<file path="config.mk">
export PLATFORM = sky130hd
export DESIGN_NAME = dpram_rd_arbiter_flat
export DESIGN_NICKNAME = d
export VERILOG_FILES = /design/src/rtl/dpram_rd_arbiter_if.sv /design/src/rtl/dpram_rd_arbiter.sv /design/src/flat_wrapper.sv
export SDC_FILE = /design/constraint.sdc
export NUM_CORES = 1
export LEC_CHECK = 0
export ABC_AREA = 1
export ABC_CLOCK_PERIOD_IN_PS = 2900
export CAP_MARGIN = 20
export CORE_UTILIZATION = 36
export DETAILED_ROUTE_END_ITERATION = 10
export GPL_ROUTABILITY_DRIVEN = 1
export PLACE_DENSITY = 0.94
export SLEW_MARGIN = 0
export SYNTH_ARGS = -nofsm -noshare
export SYNTH_HDL_FRONTEND = slang
export SYNTH_SLANG_ARGS = --single-unit
</file>
<file path="constraint.sdc">
create_clock -name CLK -period 2.9 [get_ports CLK]
set_input_delay 0.29 -clock CLK [delete_from_list [all_inputs] [get_ports CLK]]
set_output_delay 0.29 -clock CLK [all_outputs]
set_load 0.1 [all_outputs]
</file>
<file path="src/rtl/dpram_rd_arbiter_if.sv">
// Request/response bundle between the read-port arbiter, its requesters and the dpram read port.
interface dpram_rd_arbiter_if #(
    parameter int unsigned NUM_REQ    = 4,
    parameter int unsigned ADDR_WIDTH = 10,
    parameter int unsigned DATA_WIDTH = 64
);
    localparam int unsigned ID_WIDTH = $clog2(NUM_REQ);

    logic [NUM_REQ-1:0]            REQ_VALID;
    logic [NUM_REQ*ADDR_WIDTH-1:0] REQ_ADDR;
    logic [NUM_REQ-1:0]            REQ_LAST;
    logic [NUM_REQ-1:0]            REQ_READY;
    logic                          ARVALID;
    logic [ADDR_WIDTH-1:0]         ARADDR;
    logic                          RVALID;
    logic [DATA_WIDTH-1:0]         RDATA;
    logic [NUM_REQ-1:0]            RESP_VALID;
    logic [DATA_WIDTH-1:0]         RESP_DATA;
    logic [ID_WIDTH-1:0]           RESP_ID;
    logic                          BUSY;

    modport slave (
        input  REQ_VALID, REQ_ADDR, REQ_LAST, RVALID, RDATA,
        output REQ_READY, ARVALID, ARADDR, RESP_VALID, RESP_DATA, RESP_ID, BUSY
    );

    modport master (
        output REQ_VALID, REQ_ADDR, REQ_LAST, RVALID, RDATA,
        input  REQ_READY, ARVALID, ARADDR, RESP_VALID, RESP_DATA, RESP_ID, BUSY
    );
endinterface

</file>
<file path="src/rtl/dpram_rd_arbiter.sv">
// Round-robin arbiter sharing the dpram read port among NUM_REQ requesters,
// with bounded locked bursts and 1-cycle response routing back to the issuer.
module dpram_rd_arbiter #(
    parameter int unsigned NUM_REQ    = 4,
    parameter int unsigned ADDR_WIDTH = 10,
    parameter int unsigned DATA_WIDTH = 64,
    parameter int unsigned MAX_BURST  = 16
) (
    input logic                CLK,
    input logic                RESET,
    dpram_rd_arbiter_if.slave  bus
);
    localparam int unsigned ID_WIDTH  = $clog2(NUM_REQ);
    localparam int unsigned CNT_WIDTH = $clog2(MAX_BURST + 1);

    typedef enum logic {IDLE, BURST} state_t;

    state_t                 state_q, state_d;
    logic [ID_WIDTH-1:0]    ptr_q, ptr_d;
    logic [ID_WIDTH-1:0]    owner_q, owner_d;
    logic [CNT_WIDTH-1:0]   cnt_q, cnt_d;
    logic                   pend_q, pend_d;
    logic [ID_WIDTH-1:0]    pend_id_q, pend_id_d;
    logic [ADDR_WIDTH-1:0]  addr_q, addr_d;

    logic [ADDR_WIDTH-1:0]  req_addr [NUM_REQ];
    logic                   rr_found;
    logic [ID_WIDTH-1:0]    rr_id;
    logic [ID_WIDTH-1:0]    gnt_id;
    logic [NUM_REQ-1:0]     ready_c;
    logic                   arvalid_c;
    logic [NUM_REQ-1:0]     resp_valid_c;

    function automatic logic [ID_WIDTH-1:0] wrap_add(input logic [ID_WIDTH-1:0] base,
                                                     input int unsigned off);
        return ID_WIDTH'((32'(base) + off) % NUM_REQ);
    endfunction

    always_comb begin
        for (int i = 0; i < int'(NUM_REQ); i++) begin
            req_addr[i] = bus.REQ_ADDR[i*ADDR_WIDTH +: ADDR_WIDTH];
        end
    end

    // Walk backwards so the first valid requester at or after ptr wins.
    always_comb begin
        rr_found = 1'b0;
        rr_id    = '0;
        for (int k = int'(NUM_REQ) - 1; k >= 0; k--) begin
            if (bus.REQ_VALID[wrap_add(ptr_q, 32'(k))]) begin
                rr_found = 1'b1;
                rr_id    = wrap_add(ptr_q, 32'(k));
            end
        end
    end

    always_ff @(posedge CLK) begin
        if (RESET) begin
            state_q   <= IDLE;
            ptr_q     <= '0;
            owner_q   <= '0;
            cnt_q     <= '0;
            pend_q    <= 1'b0;
            pend_id_q <= '0;
            addr_q    <= '0;
        end else begin
            state_q   <= state_d;
            ptr_q     <= ptr_d;
            owner_q   <= owner_d;
            cnt_q     <= cnt_d;
            pend_q    <= pend_d;
            pend_id_q <= pend_id_d;
            addr_q    <= addr_d;
        end
    end

    // Grant, next-state and burst bookkeeping; a grant is always an accepted beat.
    always_comb begin
        state_d   = state_q;
        ptr_d     = ptr_q;
        owner_d   = owner_q;
        cnt_d     = cnt_q;
        pend_d    = 1'b0;
        pend_id_d = pend_id_q;
        addr_d    = addr_q;
        ready_c   = '0;
        arvalid_c = 1'b0;
        gnt_id    = '0;

        if (!RESET) begin
            case (state_q)
                IDLE: begin
                    gnt_id = rr_id;
                    if (rr_found) begin
                        ready_c[rr_id] = 1'b1;
                        arvalid_c      = 1'b1;
                    end
                end
                BURST: begin
                    gnt_id = owner_q;
                    if (bus.REQ_VALID[owner_q]) begin
                        ready_c[owner_q] = 1'b1;
                        arvalid_c        = 1'b1;
                    end
                end
                default: ;
            endcase
        end

        if (arvalid_c) begin
            pend_d    = 1'b1;
            pend_id_d = gnt_id;
            addr_d    = req_addr[gnt_id];
            if (state_q == IDLE) begin
                if (bus.REQ_LAST[gnt_id] || MAX_BURST == 1) begin
                    ptr_d = wrap_add(gnt_id, 1);
                end else begin
                    state_d = BURST;
                    owner_d = gnt_id;
                    cnt_d   = CNT_WIDTH'(1);
                end
            end else begin
                cnt_d = cnt_q + CNT_WIDTH'(1);
                if (bus.REQ_LAST[owner_q] || cnt_q == CNT_WIDTH'(MAX_BURST - 1)) begin
                    state_d = IDLE;
                    ptr_d   = wrap_add(owner_q, 1);
                end
            end
        end
    end

    // Responses are dropped while reset is high, including one already in flight.
    always_comb begin
        resp_valid_c = '0;
        if (!RESET && pend_q && bus.RVALID) begin
            resp_valid_c[pend_id_q] = 1'b1;
        end
    end

    assign bus.REQ_READY  = ready_c;
    assign bus.ARVALID    = arvalid_c;
    assign bus.ARADDR     = arvalid_c ? req_addr[gnt_id] : addr_q;
    assign bus.RESP_VALID = resp_valid_c;
    assign bus.RESP_DATA  = DATA_WIDTH'(bus.RDATA);
    assign bus.RESP_ID    = pend_id_q;
    assign bus.BUSY       = !RESET && ((state_q == BURST) || pend_q);

endmodule

</file>
<file path="src/flat_wrapper.sv">
// flat-port wrapper written by rule: the top's interface ports become plain ports
module dpram_rd_arbiter_flat 
#(
    parameter int unsigned NUM_REQ    = 4,
    parameter int unsigned ADDR_WIDTH = 10,
    parameter int unsigned DATA_WIDTH = 64,
    parameter int unsigned MAX_BURST  = 16
)
  (CLK, RESET, bus_REQ_VALID, bus_REQ_ADDR, bus_REQ_LAST, bus_RVALID, bus_RDATA, bus_REQ_READY, bus_ARVALID, bus_ARADDR, bus_RESP_VALID, bus_RESP_DATA, bus_RESP_ID, bus_BUSY);
  dpram_rd_arbiter_if #(.NUM_REQ(NUM_REQ), .ADDR_WIDTH(ADDR_WIDTH), .DATA_WIDTH(DATA_WIDTH)) bus_i ();
  input logic CLK;
  input logic RESET;
  input wire logic [$bits(bus_i.REQ_VALID)-1:0] bus_REQ_VALID;
  input wire logic [$bits(bus_i.REQ_ADDR)-1:0] bus_REQ_ADDR;
  input wire logic [$bits(bus_i.REQ_LAST)-1:0] bus_REQ_LAST;
  input wire logic [$bits(bus_i.RVALID)-1:0] bus_RVALID;
  input wire logic [$bits(bus_i.RDATA)-1:0] bus_RDATA;
  output wire logic [$bits(bus_i.REQ_READY)-1:0] bus_REQ_READY;
  output wire logic [$bits(bus_i.ARVALID)-1:0] bus_ARVALID;
  output wire logic [$bits(bus_i.ARADDR)-1:0] bus_ARADDR;
  output wire logic [$bits(bus_i.RESP_VALID)-1:0] bus_RESP_VALID;
  output wire logic [$bits(bus_i.RESP_DATA)-1:0] bus_RESP_DATA;
  output wire logic [$bits(bus_i.RESP_ID)-1:0] bus_RESP_ID;
  output wire logic [$bits(bus_i.BUSY)-1:0] bus_BUSY;
  assign bus_i.REQ_VALID = bus_REQ_VALID;
  assign bus_i.REQ_ADDR = bus_REQ_ADDR;
  assign bus_i.REQ_LAST = bus_REQ_LAST;
  assign bus_i.RVALID = bus_RVALID;
  assign bus_i.RDATA = bus_RDATA;
  assign bus_REQ_READY = bus_i.REQ_READY;
  assign bus_ARVALID = bus_i.ARVALID;
  assign bus_ARADDR = bus_i.ARADDR;
  assign bus_RESP_VALID = bus_i.RESP_VALID;
  assign bus_RESP_DATA = bus_i.RESP_DATA;
  assign bus_RESP_ID = bus_i.RESP_ID;
  assign bus_BUSY = bus_i.BUSY;
  dpram_rd_arbiter #(.NUM_REQ(NUM_REQ), .ADDR_WIDTH(ADDR_WIDTH), .DATA_WIDTH(DATA_WIDTH), .MAX_BURST(MAX_BURST)) u_core (.CLK(CLK), .RESET(RESET), .bus(bus_i));
endmodule
</file>
# Word level (Yosys, flattened, before mapping)
# Cells that the tools add are included.
[classes]
mux = 52
reduce_logical = 13
eq_ne = 3
order_cmp = 12
add_sub_neg = 6
n_bitwise = 3
[op_table]
columns = ["op", "count"]
rows = [
  ["$mux 10", 3],
  ["$lt 2x3->1 const B", 8],
  ["$mux 1", 21],
  ["$bmux 10 s2", 1],
  ["$mux 2", 8],
  ["$mux 4", 4],
  ["$bmux 1 s2", 7],
  ["$mux 5", 2],
  ["$pmux 4 s2", 1],
  ["$add 2x1->2 const B", 3],
  ["$demux 1 s2", 3],
  ["$ge 2x1->1 const B", 3],
  ["$logic_and 1x1->1", 6],
  ["$reduce_and 3->1", 2],
  ["$add 5x1->5 const B", 1],
  ["$eq 5x4->1 const B", 1],
  ["$add 2x2->2 const B", 2],
  ["$pmux 2 s2", 1],
  ["$ge 3x3->1 const B", 1],
  ["$not 2->3", 1],
  ["$logic_or 1x1->1", 2],
  ["$ne 2x1->1 const B", 1],
  ["$ne 2x2->1 const B", 1],
  ["$not 1->1", 2],
  ["4 further kinds", 4],
]
[word_totals]
register_bits = 23
elab_cells = 96

# Longest topological paths before layout
[depth]
depth_word = 14
mapped_depth = 18

# Worst setup path before layout
# No wires, ideal clock.
[synth_timing]
kind = "register -> output"
from = "reg u_core.ptr_q[0]"
to = "out bus_REQ_READY[2]"
path_buffers = 1
t_arrival_ns = 3.439
setup_slack_ns = -0.829
stages_incl_launch_ff = 11
path_cell_list = "dfxtp_1 > buf_6 > xnor2_1 > nand2_1 > nand2_1 > nor2_1 > nand4_1 > nor2_1 > nor2_2 > nand2_1 > a211oi_1"
[synth_between]
elab_chain_len = 14
[synth_rtl]
columns = ["item", "line", "source"]
rows = [
  ["from (decl)", "dpram_rd_arbiter.sv:19", "logic [ID_WIDTH-1:0] ptr_q, ptr_d;"],
  ["from (signal assigned)", "dpram_rd_arbiter.sv:68", "ptr_q <= ptr_d;"],
  ["$add 2x2->2", "dpram_rd_arbiter.sv:36", "return ID_WIDTH'((32'(base) + off) % NUM_REQ);"],
  ["$bmux 1 s2", "dpram_rd_arbiter.sv:50", "if (bus.REQ_VALID[wrap_add(ptr_q, 32'(k))]) begin"],
  ["$mux 1 (implied by the code)", "dpram_rd_arbiter.sv:50", ""],
  ["$mux 2 (4 in a row)", "dpram_rd_arbiter.sv:50", ""],
  ["$lt 2x3->1 (implied by the code) or $ge 2x1->1 (tied branches)", "dpram_rd_arbiter.sv:95", "ready_c[rr_id] = 1'b1;"],
  ["$logic_and 1x1->1 (implied by the code)", "dpram_rd_arbiter.sv:95", ""],
  ["$mux 1 (implied by the code)", "dpram_rd_arbiter.sv:95", ""],
  ["$demux 1 s2", "-", ""],
  ["$mux 4 (*)", "dpram_rd_arbiter.sv:94", "if (rr_found) begin"],
  ["$pmux 4 s2 (*)", "dpram_rd_arbiter.sv:91", "case (state_q)"],
  ["$mux 4 (*)", "dpram_rd_arbiter.sv:90", "if (!RESET) begin"],
  ["to (decl)", "flat_wrapper.sv:18", "output wire logic [$bits(bus_i.REQ_READY)-1:0] bus_REQ_READY;"],
]
# Mark *: on every way between the ends. The rest lies on a longest branch, timed or not. The select of a mux whose other input is x is not followed.

# Worst setup path in the final report
[layout_timing]
from = "in bus_REQ_VALID[1]"
to = "out bus_ARADDR[5]"
[layout_between]
elab_chain_len = 13
[layout_rtl]
columns = ["item", "line", "source"]
rows = [
  ["from (decl)", "flat_wrapper.sv:13", "input wire logic [$bits(bus_i.REQ_VALID)-1:0] bus_REQ_VALID;"],
  ["$bmux 1 s2", "dpram_rd_arbiter.sv:50", ""],
  ["$mux 1 (implied by the code)", "dpram_rd_arbiter.sv:50", ""],
  ["$mux 2 (4 in a row)", "dpram_rd_arbiter.sv:50", ""],
  ["$pmux 2 s2", "dpram_rd_arbiter.sv:91", ""],
  ["$mux 2", "dpram_rd_arbiter.sv:90", ""],
  ["$not 2->3 (implied by the code)", "dpram_rd_arbiter.sv:142", "assign bus.ARADDR = arvalid_c ? req_addr[gnt_id] : addr_q;"],
  ["$bmux 10 s2", "dpram_rd_arbiter.sv:142", ""],
  ["$mux 10 (implied by the code) (2 in a row)", "dpram_rd_arbiter.sv:142", ""],
  ["$mux 10 (*)", "dpram_rd_arbiter.sv:142", ""],
  ["to (decl)", "flat_wrapper.sv:20", "output wire logic [$bits(bus_i.ARADDR)-1:0] bus_ARADDR;"],
]
# Marked as above.

==> reports/metrics.cfg <==
[timing]
setup_viol = 0
min_period_ns = 2.77
relSlewSlack_pct = 60.8
tightest_slew_ns = 0.573
hold_viol = 0
maxSlewViolCount = 0
timing.fmax_mhz = 361
rsz0062_at_grt = true
period_share_pct = 95.5
setup-tns-final_ns = 0
finalClockSkew_ns = 0.00661

[detailed_routing]
postRouteWirelength_mm = 6.28
ant_nets = 0
dr.pass1.iters = 4
num_vias = 2380
drt_iter0_markers = 127
wl_per_cell_um = 13.5
avgViaCountPerCell = 5.13
drc = 0

[critical_path]
path_class = input port to primary output
r2r-end = u_core.addr_q[5]
critPathRequiredTime_ns = 2.61
worst_path_most_repeated_cell = nand2_1
reg2reg_depth = 16
crit_path_cell_trace = clkdlybuf4s50_1, inv_1, nand2_1, nand3_1, nand2_1, nand3_2, nand2_1, nand2_2, nand3_4, nand2_4, buf_4, or2_1, o211ai_1, nand3_2, buf_12
crit_fanout = 16
worstPathArrival_ns = 2.48
critPathTopFamily = simple AND/OR/NAND/NOR gates
critPathBufInv = 4
max_stage_delay_ns = 0.46
cpMaxStageDelayCell = clkdlybuf4s50_1
cp-endpoint = bus_ARADDR[5]
crit_path_start_kind = input port
r2r_setup_slack_ns = 0.61
cp-end-kind = primary output
r2r_start = u_core.ptr_q[0]
cp.depth = 15
crit_start = bus_REQ_VALID[1]

[final_layout]
fin_nets = 505
diodes = 0
drive_gt1_share_pct = 20.9
postLayoutCoreUtil_pct = 46.8
final_cells = 464
area_growth_pct = 24.8

[clock_network]
numCtsBuffers = 3
clkTransAtPathRegs_ns = 0.07
cts_tree = done
clock_sink_count = 23
clk-insertion-delay-late_ns = 0.27
cts.path.max_buffers = 2
h-tree-depth = 1
root_buffer = clkbuf_8

[floorplan]
start_util_pct = 37.5
core_area_um2 = 6390
die-area_um2 = 6980
die_w_um = 83.5
num_rows = 29
die_h_um = 83.5
pin_count = 201

[yosys]
synth_area_per_cell_um2 = 6.35
synthXorXnorAreaFrac_pct = 1.10
yosysUniqueCellTypes = 33
netlist_area_um2 = 2390
synth_mux_area_share_pct = 0
yosys_warnings = 0
ys_seq_area_share_pct = 19.2
synthSimpleGateAreaFrac_pct = 38.4
synth_top_area_share_pct = 20.7
yosys_register_bits = 23
synth_fa_ha_area_share_pct = 1.05
synth_compound_area_share_pct = 10.5
synth_fp_nets = 494
yosysTopAreaCell = buf_4
synth_top_family_by_area = simple AND/OR/NAND/NOR gates
synth_area_leaders = buf_4 21%, dfxtp_1 19%, nand2_1 11%
synth_cells = 377

[placement]
port_buffers = 72
dp_hpwl_mm = 5.05
place_congestion = 0.919
dp_cells = 457

[global_route]
grt_max_degree = 21
grt-ovfl-total = 0
grt.total_usage_pct = 17.5
grt_pass1_wl_mm = 10.1
antenna_found_initial = 0
grt_pass1_vias = 2369

[status]
status = complete, no violations

[min_path]
hold_path_class = flop to flop
min_from = u_core.cnt_q[4]

[run]
cap_violations = 0

[pwr]
p_leak_nw = 1.34
vdd_ir_drop_max_mv = 0.731
powerDensity_nw_per_um2 = 1120

[report_power, final]
part           internal (W)  total, W  switching (W)
clock network     0.0000983  0.000201       0.000103
registers          0.000405  0.000504      0.0000989
logic              0.000885   0.00264        0.00176
total               0.00139   0.00335        0.00196
[state kept, by name (all words and copies together) (netlist names)]
name / flops
u_core.addr_q: 10
u_core.state_q: 1
u_core.cnt_q: 5
u_core.owner_q: 2
u_core.ptr_q: 2
u_core.pend_q: 1
u_core.bus.RESP_ID: 2
[cells in the mapped netlist (all sizes together)]
cell,count
nand2,82
buf,74
nor2,54
nand3,37
inv,34
dfxtp,23
o21ai,21
a21oi,16
nor3,11
or2,8
clkbuf,4
o211ai,3
ha,2
nand4,2
xnor2,2
a2111oi,1
a211oi,1
nor3b,1
xor2,1
[timing repair]
item	CTS	global route
cloned	0	0
setup buffers	0	3
endpoints found under the setup margin	9	10
resized for setup	1	10
hold buffers	0	0
pin swaps	0	3
[per-stage QoR]
stage	hold WS [ns]	cell area, µm²	power [W]	setup slack (ns)
CTS	0.485	2940	0.00330	0.0649
global route	0.502	2990	0.00355	-0.0249
finish	0.481	2990	0.00335	0.131
detailed placement	0.474	2890	0.00309	0.0792
floorplan	0.369	2410	0.00275	-0.618
global placement	0.456	2890	0.00304	0.180
[worst reg2reg max path: stages, from the launching register on]
cell and delay, ns:
dfxtp_4 0.42, inv_1 0.09, nand2_1 0.10, nand3_1 0.12, nand2_1 0.13, nand3_2 0.09
nand2_1 0.08, nand2_2 0.08, nand3_4 0.11, nand2_4 0.08, buf_4 0.21, or2_1 0.22
o211ai_1 0.11, nand3_2 0.13, buf_4 0.15, nand2_1 0.04, inv_1 0.03
[how the worst min path moves through the flow]
stage	slack (ns)	to	depth (start not counted)
2_1_floorplan	0.37	u_core.addr_q[2]	1
5_1_grt	0.50	u_core.cnt_q[4]	2
3_5_place_dp	0.47	u_core.cnt_q[4]	2
6_report	0.48	u_core.cnt_q[4]	2
4_1_cts	0.48	u_core.cnt_q[4]	2
3_3_place_gp	0.46	u_core.cnt_q[4]	2
[cell type report]
cell class	instances	area (µm²)
flip-flops and latches	23	465
multi-input cells	242	1250
fillers	608	3400
well taps	77	96.3
clock buffers	4	45.0
inverters	34	133
repair buffers	84	993
[cells in the final DEF (no fill, tap or decap), types with 3 or more instances in the layout]
master	synthesis	final
a21oi_2	5	5
nor2_2	2	5
clkbuf_8	0	3
nor3_1	11	10
nand3_2	3	6
nand2_4	5	5
clkdlybuf4s50_1	0	50
dfxtp_1	23	21
o21ai_1	15	15
inv_2	6	5
nor2_1	51	48
buf_4	66	15
buf_12	0	19
inv_1	28	28
nand2_2	8	9
o21ai_0	4	4
or2_1	7	7
nand3_1	33	30
nand2_1	69	68
a21oi_1	11	11
o211ai_1	3	3
[cells by family (layout without fill, tap and decap cells)]
logic type | after synthesis | after routing
and+or+nand+nor | 195 | 195
buffers and inverters | 112 | 122
AOI/OAI and AO/OA | 42 | 42
DFF | 23 | 23
xor gates and xnor gates | 3 | 3
adders and majority gates | 2 | 2
[layer usage]
layer | part of all wire [%] | vias up | track usage, %
met1 | 36 | 1083 | 17.4
met2 | 53 | 106 | 32.9
met4 | 4.4 | 0 | 9.86
met3 | 6.6 | 42 | 4.25
li1 | - | 1149 | -
met5 | 0 | - | 0
(Power assumes the default switching activity.)
